## src/rtl/branch_pkg.sv

```systemverilog
// Shared encodings and types for ID-stage branch resolution:
// opcode constants, condition-code enum and the NZCV flag struct.
package branch_pkg;

    localparam int ADDR_W = 64;
    localparam int INSN_W = 32;

    localparam logic [5:0] OP_B     = 6'b000101;
    localparam logic [5:0] OP_BL    = 6'b100101;
    localparam logic [7:0] OP_CBZ   = 8'b10110100;
    localparam logic [7:0] OP_BCOND = 8'b01010100;

    typedef enum logic [3:0] {
        COND_EQ = 4'h0, COND_NE = 4'h1, COND_HS = 4'h2, COND_LO = 4'h3,
        COND_MI = 4'h4, COND_PL = 4'h5, COND_VS = 4'h6, COND_VC = 4'h7,
        COND_HI = 4'h8, COND_LS = 4'h9, COND_GE = 4'hA, COND_LT = 4'hB,
        COND_GT = 4'hC, COND_LE = 4'hD, COND_AL = 4'hE, COND_NV = 4'hF
    } cond_e;

    typedef struct packed {
        logic n;
        logic z;
        logic c;
        logic v;
    } nzcv_t;

endpackage

```

## src/rtl/branch_cond_eval.sv

```systemverilog
// Combinational condition-code evaluator: {cond, NZCV} -> condition holds.
module branch_cond_eval
    import branch_pkg::*;
(
    input  logic [3:0] cond,
    input  logic [3:0] flags,
    output logic       taken
);

    cond_e cond_s;
    nzcv_t flags_s;
    logic  ge_s;
    logic  gt_s;
    logic  hi_s;

    assign cond_s  = cond_e'(cond);
    assign flags_s = nzcv_t'(flags);
    assign ge_s    = (flags_s.n == flags_s.v);
    assign gt_s    = ~flags_s.z & ge_s;
    assign hi_s    = flags_s.c & ~flags_s.z;

    // Condition decode; 0xE and 0xF both mean "always".
    always_comb begin
        taken = 1'b0;
        case (cond_s)
            COND_EQ: taken = flags_s.z;
            COND_NE: taken = ~flags_s.z;
            COND_HS: taken = flags_s.c;
            COND_LO: taken = ~flags_s.c;
            COND_MI: taken = flags_s.n;
            COND_PL: taken = ~flags_s.n;
            COND_VS: taken = flags_s.v;
            COND_VC: taken = ~flags_s.v;
            COND_HI: taken = hi_s;
            COND_LS: taken = ~hi_s;
            COND_GE: taken = ge_s;
            COND_LT: taken = ~ge_s;
            COND_GT: taken = gt_s;
            COND_LE: taken = ~gt_s;
            default: taken = 1'b1;
        endcase
    end

endmodule

```

## src/rtl/branch_resolve_stage.sv

```systemverilog
// IF/ID pipeline register with branch resolution (B, BL, CBZ, B.cond),
// NZCV flag register and wrong-path squash of the fetch behind a taken branch.
module branch_resolve_stage
    import branch_pkg::*;
#(
    parameter int ADDR_W = 64,
    parameter int INSN_W = 32
) (
    input  logic              clk,
    input  logic              reset,
    input  logic              stall,
    input  logic [ADDR_W-1:0] if_pc,
    input  logic [INSN_W-1:0] if_instruction,
    input  logic              flags_we,
    input  logic [3:0]        flags_in,
    input  logic [ADDR_W-1:0] cbz_value,
    output logic [ADDR_W-1:0] id_pc,
    output logic [INSN_W-1:0] id_instruction,
    output logic              id_valid,
    output logic              UncondBr,
    output logic              BrTaken,
    output logic [ADDR_W-1:0] br_target,
    output logic [3:0]        flags_q
);

    logic              cond_taken_s;
    logic              taken_s;
    logic              uncond_s;
    logic [3:0]        eval_flags_s;
    logic [ADDR_W-1:0] offset26_s;
    logic [ADDR_W-1:0] offset19_s;

    // A flag-setting op in EX this cycle is bypassed to the B.cond evaluation.
    assign eval_flags_s = flags_we ? flags_in : flags_q;

    branch_cond_eval u_cond (
        .cond  (id_instruction[3:0]),
        .flags (eval_flags_s),
        .taken (cond_taken_s)
    );

    assign offset26_s = {{(ADDR_W-28){id_instruction[25]}}, id_instruction[25:0], 2'b00};
    assign offset19_s = {{(ADDR_W-21){id_instruction[23]}}, id_instruction[23:5], 2'b00};

    // Branch decode; a bubble in ID never decodes as a branch.
    always_comb begin
        taken_s  = 1'b0;
        uncond_s = 1'b0;
        if (!id_valid) begin
            taken_s  = 1'b0;
            uncond_s = 1'b0;
        end else if ((id_instruction[31:26] == OP_B) || (id_instruction[31:26] == OP_BL)) begin
            taken_s  = 1'b1;
            uncond_s = 1'b1;
        end else if (id_instruction[31:24] == OP_CBZ) begin
            taken_s  = (cbz_value == {ADDR_W{1'b0}});
            uncond_s = 1'b0;
        end else if (id_instruction[31:24] == OP_BCOND) begin
            taken_s  = cond_taken_s;
            uncond_s = 1'b0;
        end else begin
            taken_s  = 1'b0;
            uncond_s = 1'b0;
        end
    end

    assign UncondBr  = uncond_s;
    assign BrTaken   = id_valid & ~stall & taken_s;
    // Modulo-2^ADDR_W add; wrap-around is intentional and unflagged.
    assign br_target = id_pc + (uncond_s ? offset26_s : offset19_s);

    // IF/ID register: stall holds, a taken branch squashes the fall-through fetch.
    always_ff @(posedge clk or posedge reset) begin
        if (reset) begin
            id_pc          <= {ADDR_W{1'b0}};
            id_instruction <= {INSN_W{1'b0}};
            id_valid       <= 1'b0;
        end else if (stall) begin
            id_pc          <= id_pc;
            id_instruction <= id_instruction;
            id_valid       <= id_valid;
        end else if (BrTaken) begin
            id_pc          <= if_pc;
            id_instruction <= {INSN_W{1'b0}};
            id_valid       <= 1'b0;
        end else begin
            id_pc          <= if_pc;
            id_instruction <= if_instruction;
            id_valid       <= 1'b1;
        end
    end

    // Architectural NZCV register, written regardless of stall or squash.
    always_ff @(posedge clk or posedge reset) begin
        if (reset) begin
            flags_q <= 4'b0000;
        end else if (flags_we) begin
            flags_q <= flags_in;
        end else begin
            flags_q <= flags_q;
        end
    end

endmodule

```

## config.mk

```make
export PLATFORM = sky130hd
export DESIGN_NAME = branch_resolve_stage
export DESIGN_NICKNAME = d
export VERILOG_FILES = /design/src/rtl/branch_pkg.sv /design/src/rtl/branch_cond_eval.sv /design/src/rtl/branch_resolve_stage.sv
export SDC_FILE = /design/constraint.sdc
export NUM_CORES = 1
export LEC_CHECK = 0
export CAP_MARGIN = 20
export CORE_ASPECT_RATIO = 1.75
export CORE_MARGIN = 2
export CORE_UTILIZATION = 44
export DETAILED_ROUTE_END_ITERATION = 7
export GPL_ROUTABILITY_DRIVEN = 1
export PLACE_DENSITY_LB_ADDON = 0.3
export SETUP_SLACK_MARGIN = 0.2
export SKIP_CTS_REPAIR_TIMING = 1
export SLEW_MARGIN = 10
export SYNTH_ARGS = -nofsm -noshare
export SYNTH_HDL_FRONTEND = slang
export SYNTH_SLANG_ARGS = --single-unit
```

## constraint.sdc

```tcl
create_clock -name clk -period 7.52 [get_ports clk]
set_input_delay 2.256 -clock clk [delete_from_list [all_inputs] [get_ports clk]]
set_output_delay 2.256 -clock clk [all_outputs]
set_load 0.01 [all_outputs]
```

# [Word-level counts from Yosys, hierarchy flattened]
# Index checks and enable logic that the tools add are counted.
[totals] ff_bits=101 inputBits=168 output_inout_bits=167 word_cells=49
[classes] addsub=1 eq_ne=18 muxes=11 bitwise=12 n_reduce_logical=3
[op_table] cell="64-bit adder" count=1
[op_table] cell="64-bit logical NOT" count=1
[op_table] cell="64-bit two-way mux" count=1
[op_table] cell="32-bit two-way mux" count=1
[op_table] cell="4-bit == test, second input constant" count=6
[op_table] cell="4-bit by 3-bit == test with 1-bit output, second input constant" count=4
[op_table] cell="1-bit case mux with 14 select lines" count=1
[op_table] cell="4-bit by 2-bit == test with 1-bit output, second input constant" count=2
[op_table] cell="8-bit by 7-bit == test with 1-bit output, second input constant" count=1
[op_table] cell="8-bit == test, second input constant" count=1
[op_table] cell="1-bit NOT" count=8
[op_table] cell="1-bit two-way mux" count=7
[op_table] cell="6-bit by 3-bit == test with 1-bit output, second input constant" count=1
[op_table] cell="6-bit == test, second input constant" count=1
[op_table] cell="1-bit AND" count=4
[op_table] cell="4-bit by 1-bit == test with 1-bit output, second input constant" count=1
[op_table] cell="4-bit logical NOT" count=1
[op_table] cell="4-bit two-way mux" count=1
[op_table] cell="1-bit == test" count=1
[op_table] cell="1-bit logical OR" count=1

# [Logic depth before layout (Yosys ltp)]
[logic_depth] ltp_word=11 mapped_depth=20 depth_no_buf=18

# [By module]
# From an unflattened synthesis, not the netlist that was laid out.
[unflattened] cells_unflattened=961 hier_area_um2=8219.1
[modules_own_cells] mod="branch_resolve_stage" n_inst=1 cells_each=937 area_per_inst_um2=8041.5 seq_area_each_um2=2527.4
[modules_own_cells] mod="branch_cond_eval" n_inst=1 cells_each=24 area_per_inst_um2=177.7 seq_area_each_um2=0.0

# [Least setup slack after synthesis]
# No wires, ideal clock.
[synth_timing] kind="flip-flop to output port" from="register id_instruction[27]" to="output port br_target[63]" arrival_ns=4.697 path_slack_ns=0.567 path_stages_with_launch=20 cell_sequence="dfrtp_1 -> nand3b_1 -> nor3_1 -> nand2_1 -> clkinv_1 -> nor2b_1 -> clkbuf_1 -> a21oi_1 -> inv_1 -> ha_1 -> buf_2 -> nand4_1 -> nor4_1 -> nand3_1 -> a211oi_1 -> nor3_2 -> a31oi_1 -> a21o_1 -> o41ai_2 -> o311ai_0"
[synth_via] elab_chain_len=6 word_cells_on_any_way=7 cone_classes="1 x add/sub; 2 x eq/ne; 3 x mux; 1 x reduce/logical"
[synth_lines] element="start, declared" line="branch_resolve_stage.sv:18" source="output logic [INSN_W-1:0] id_instruction,"
[synth_lines] element="start signal, assigned" line="branch_resolve_stage.sv:76" source="id_instruction <= {INSN_W{1'b0}};"
[synth_lines] element="start signal, assigned" line="branch_resolve_stage.sv:80" source="id_instruction <= id_instruction;"
[synth_lines] element="start signal, assigned" line="branch_resolve_stage.sv:84" source="id_instruction <= {INSN_W{1'b0}};"
[synth_lines] element="6-bit by 3-bit == test with 1-bit output / 6-bit == test (equally long branches)" line="branch_resolve_stage.sv:52" source="end else if ((id_instruction[31:26] == OP_B) || (id_instruction[31:26] == OP_BL)) begin"
[synth_lines] element="1-bit logical OR (*)" line="branch_resolve_stage.sv:52"
[synth_lines] element="1-bit two-way mux (*)" line="branch_resolve_stage.sv:52"
[synth_lines] element="1-bit two-way mux (*)" line="branch_resolve_stage.sv:49" source="if (!id_valid) begin"
[synth_lines] element="64-bit two-way mux (*)" line="branch_resolve_stage.sv:70" source="assign br_target = id_pc + (uncond_s ? offset26_s : offset19_s);"
[synth_lines] element="64-bit adder (*)" line="branch_resolve_stage.sv:70"
[synth_lines] element="end, declared" line="branch_resolve_stage.sv:22" source="output logic [ADDR_W-1:0] br_target,"
# Mark *: on every way between the ends. The rest lies on a longest branch, timed or not.

# [Worst setup path in the final report]
[layout_timing] from="register id_instruction[27]" to="output port br_target[54]"
# The elaborated chain is that of the path after synthesis.

==> Implementation_results.wiki <==
{| class="wikitable"
! Metric !! Value
|-
| Root Driver || clkbuf_16
|-
| Worst endpoint data arrival time || 4.87 ns
|-
| Count of filler cells inserted in the layout || 1514
|-
| Critical Path End Type || output pin
|-
| Hold Fails Final Rpt || 0
|-
| Insertion delay to the later sink of the worst-skew pair || 0.37 ns
|-
| Count of unresolved DRC violations after routing || 0
|-
| Final non-filler cell total || 1461
|-
| Cell count after synthesis || 906
|-
| Achievable Freq || 140 MHz
|-
| Number of levels the H-tree was split into || 3
|-
| Global router's overall resource usage || 28.8%
|-
| Worst IR Drop VDD || 0.146 mV
|-
| Via-to-Cell Ratio || 5.58
|-
| Total CTS buffers || 9
|-
| Worst relative slew slack || 30.0%
|-
| Crit path launch || id_instruction[27]
|-
| Power density of the placed cells || 237 nW/µm²
|-
| Smallest hold slack || 0.552 ns
|-
| Largest net degree at the start of global routing || 71
|-
| Hold WC Path Type || flop to flop
|-
| Starting Density || 45.1%
|-
| Post-detailed-route wirelength per cell || 19.6 µm
|-
| Async SR Flop Fraction || 100%
|-
| Cell Count Post-Placement || 1436
|-
| Setup slack at placement || 0.218 ns
|-
| Top cells by area, synth || dfrtp_1, ha_1, mux2_2
|-
| Crit start category || flop
|-
| Die area || 19700 µm²
|-
| Worst EP required || 5.26 ns
|-
| Outcome || complete, no violations
|-
| Wire length of the first global-routing pass || 44.2 mm
|-
| Clock-pin transition on the worst setup and hold timing paths || 0.08 ns
|-
| Count of antenna-violating nets left after detailed routing || 0
|-
| Count of unique library cells instantiated by Yosys || 67
|-
| Shortest period the worst path allows || 7.12 ns
|-
| Grt total ovfl || 0
|-
| DP HPWL || 23.0 mm
|-
| Number of pins with negative max-slew slack in the final report || 0
|-
| Largest stage delay, worst path || 0.57 ns
|-
| Number of flops mapped to enable cells by yosys || 0
|-
| Via count || 8155
|-
| Area used by multi-input combinational logic || 5470 µm²
|-
| Routed wire length || 28.7 mm
|-
| Origin of the worst min-delay path || id_pc[12]
|-
| RR Startpoint || flags_q[3]
|-
| FP Rows || 65
|-
| Category of the most critical setup path || flop to output pin
|-
| CTS max path bufs || 2
|-
| Synth Net Count || 1142
|-
| Syn avg cell area || 8.99 µm²
|-
| Iteration-0 DRC Markers || 331
|-
| Share of the cycle needed by the critical path after routing || 94.7%
|-
| CTS tree || done
|-
| Netlist area before placement || 8150 µm²
|-
| Flip-flop cell with the highest count after synthesis || dfrtp_1
|-
| Post-synth top area cell || dfrtp_1
|-
| Layout area overhead || 49.6%
|-
| RSZ-0062 raised after global routing || yes
|-
| Number of synthesized register bits || 101
|-
| Reg-to-reg setup timing slack || 5.09 ns
|-
| Cell count of the worst reg-to-reg path || 10
|-
| Count of clock tree sinks || 101
|-
| Yosys synthesis warning count || 0
|-
| Reg2reg end || id_valid
|-
| Clock Skew || 0.00886 ns
|-
| Critical-path cell list || nand3b_1 > nor3_2 > nand2_1 > inv_2 > nor2b_4 > a21oi_1 > inv_1 > buf_4 > ha_1 > and3_1 > a221o_1 > a21o_1 > a211oi_1 > o41a_1 > o31a_1 > buf_4 > nor2_1 > nor2_1 > xnor2_1 > clkdlybuf4s50_1
|-
| Post-layout nets || 1458
|-
| Slew at the pin with the worst max-slew slack || 1.05 ns
|-
| Sequential Area || 2530 µm²
|-
| Proportion of layout cells with a drive suffix above 1 || 12.6%
|-
| First drt pass iteration count || 4
|-
| Die Height || 184 µm
|-
| Initial antenna violation count || 0
|-
| Final critical-path setup slack || 0.398 ns
|-
| Cell with the biggest individual delay on the critical path || clkdlybuf4s50_1
|-
| Pleak || 5.31 nW
|-
| Fraction of synthesized cell area taken by the top area cell type || 31.0%
|-
| IO Count || 335
|-
| Final setup violation count || 0
|-
| Number of max-cap violations || 0
|-
| Highest fanout seen on the critical path || 13
|-
| Vias in the first global route || 8238
|-
| Die outline width || 107 µm
|-
| Number of antenna cells inserted || 0
|-
| Worst setup endpoint || br_target[54]
|-
| Final Wtd Congestion || 0.933
|-
| Cell area reported after detailed placement || 11700 µm²
|-
| Fraction of the core area covered by cells at the end of the flow || 67.5%
|-
| Placeable core region || 18100 µm²
|-
| Number of port buffers || 334
|-
| Seq/Total Area, Yosys || 31.0%
|-
| Non-Filler Cell Area, Final || 12200 µm²
|}
critical path: cells and delay by family (launching register included):
kind / cells / cell delay (ns)
flip-flops: 1 / 0.40
adder cells (fa/ha/maj): 1 / 0.37
AND/OR/NAND/NOR: 7 / 0.91
XOR/XNOR: 1 / 0.13
buffers and inverters: 5 / 1.18
AO/OA/AOI/OAI: 6 / 1.51
power breakdown:
part | leakage [nW] | internal [W] | switching [W]
sequential | 1.18 | 0.000600 | 0.0000718
combinational | 3.99 | 0.000886 | 0.000853
clock | 0.147 | 0.000236 | 0.000245
routing by layer:
metal,global-route usage (%),part of all wire (%),wire length (µm)
met1,32.2,38,11000
met2,54.1,53,15200
met3,5.78,5.9,1710
met4,9.04,3.0,862
met5,0,0,0
worst min path at each step:
stage / end / slack (ns) / depth (start not counted)
6_report: id_pc[12] / 0.55 / 1
5_1_grt: id_pc[12] / 0.57 / 1
4_1_cts: id_pc[12] / 0.56 / 1
3_5_place_dp: id_pc[56] / 0.54 / 1
3_3_place_gp: id_instruction[27] / 0.52 / 2
2_1_floorplan: flags_q[2] / 0.57 / 2
cell usage after synthesis (all sizes together), types with 2 or more instances:
cell,n
nor2,63
inv,21
buf,12
nand2,107
or2,3
xor2,25
mux2,68
mux2i,34
a21oi,76
nor4,16
dfrtp,101
nor4b,2
ha,67
a21boi,3
nor2b,4
and4,4
nand3,19
nand4,27
nand3b,3
a211oi,8
a31oi,5
o31ai,3
and3,3
nor3,12
a21o,45
o21a,4
a211o,2
a221o,2
and2,5
xnor2,38
clkbuf,37
a2111oi,2
o21bai,13
a31o,2
nand2b,4
o21ai,46
a221oi,5
cells in the final DEF (no fill, tap or decap), types with 3 or more instances in the layout:
cell	n
and4_1	4
dfrtp_1	101
a221oi_2	3
o21a_1	4
a211oi_1	7
clkdlybuf4s50_1	330
a21oi_1	69
dlymetal6s2s_1	3
o21bai_1	13
xnor2_1	38
xor2_1	25
inv_1	20
nor4_1	15
clkbuf_16	9
nor2b_1	3
nand4_1	27
ha_1	59
nand3_1	18
and3_1	3
o21ai_0	31
ha_2	7
a31oi_1	3
buf_4	19
o21ai_2	4
nand2_1	106
nand2b_1	4
o21ai_1	11
nor3_1	9
nor2_1	63
mux2_2	68
a21o_1	45
and2_1	4
a21oi_2	6
or2_2	3
mux2i_1	33
metrics by stage:
step / power [W] / TNS [ns]
after floorplan: 0.00156 / 0
after global placement: 0.00235 / 0
after detailed placement: 0.00236 / 0
after global routing: 0.00306 / 0
after CTS: 0.00285 / -0.607
final: 0.00289 / 0
sequential cells by signal, indices dropped and copies added (netlist names):
name	cells
id_instruction	32
id_pc	64
flags_q	4
id_valid	1
cell type report:
| class | instances | share of cell area, % |
|---|---|---|
| clock inverter | 7 | 0.606 |
| inverter | 22 | 0.698 |
| clock buffer | 9 | 1.85 |
| timing repair buffer | 354 | 28.8 |
| multi-input combinational | 734 | 44.9 |
| sequential | 101 | 20.7 |
| tap | 234 | 2.40 |
logic make-up after synthesis:
family,count (synthesis),share of synthesized area (%)
AND/OR/NAND/NOR,275,16.0
AO/OA/AOI/OAI,226,18.6
multiplexers,102,13.6
flip-flops,101,31.0
buffers and inverters,71,3.52
adder cells (fa/ha/maj),68,10.5
XOR/XNOR,63,6.77
(Power assumes the default switching activity.)
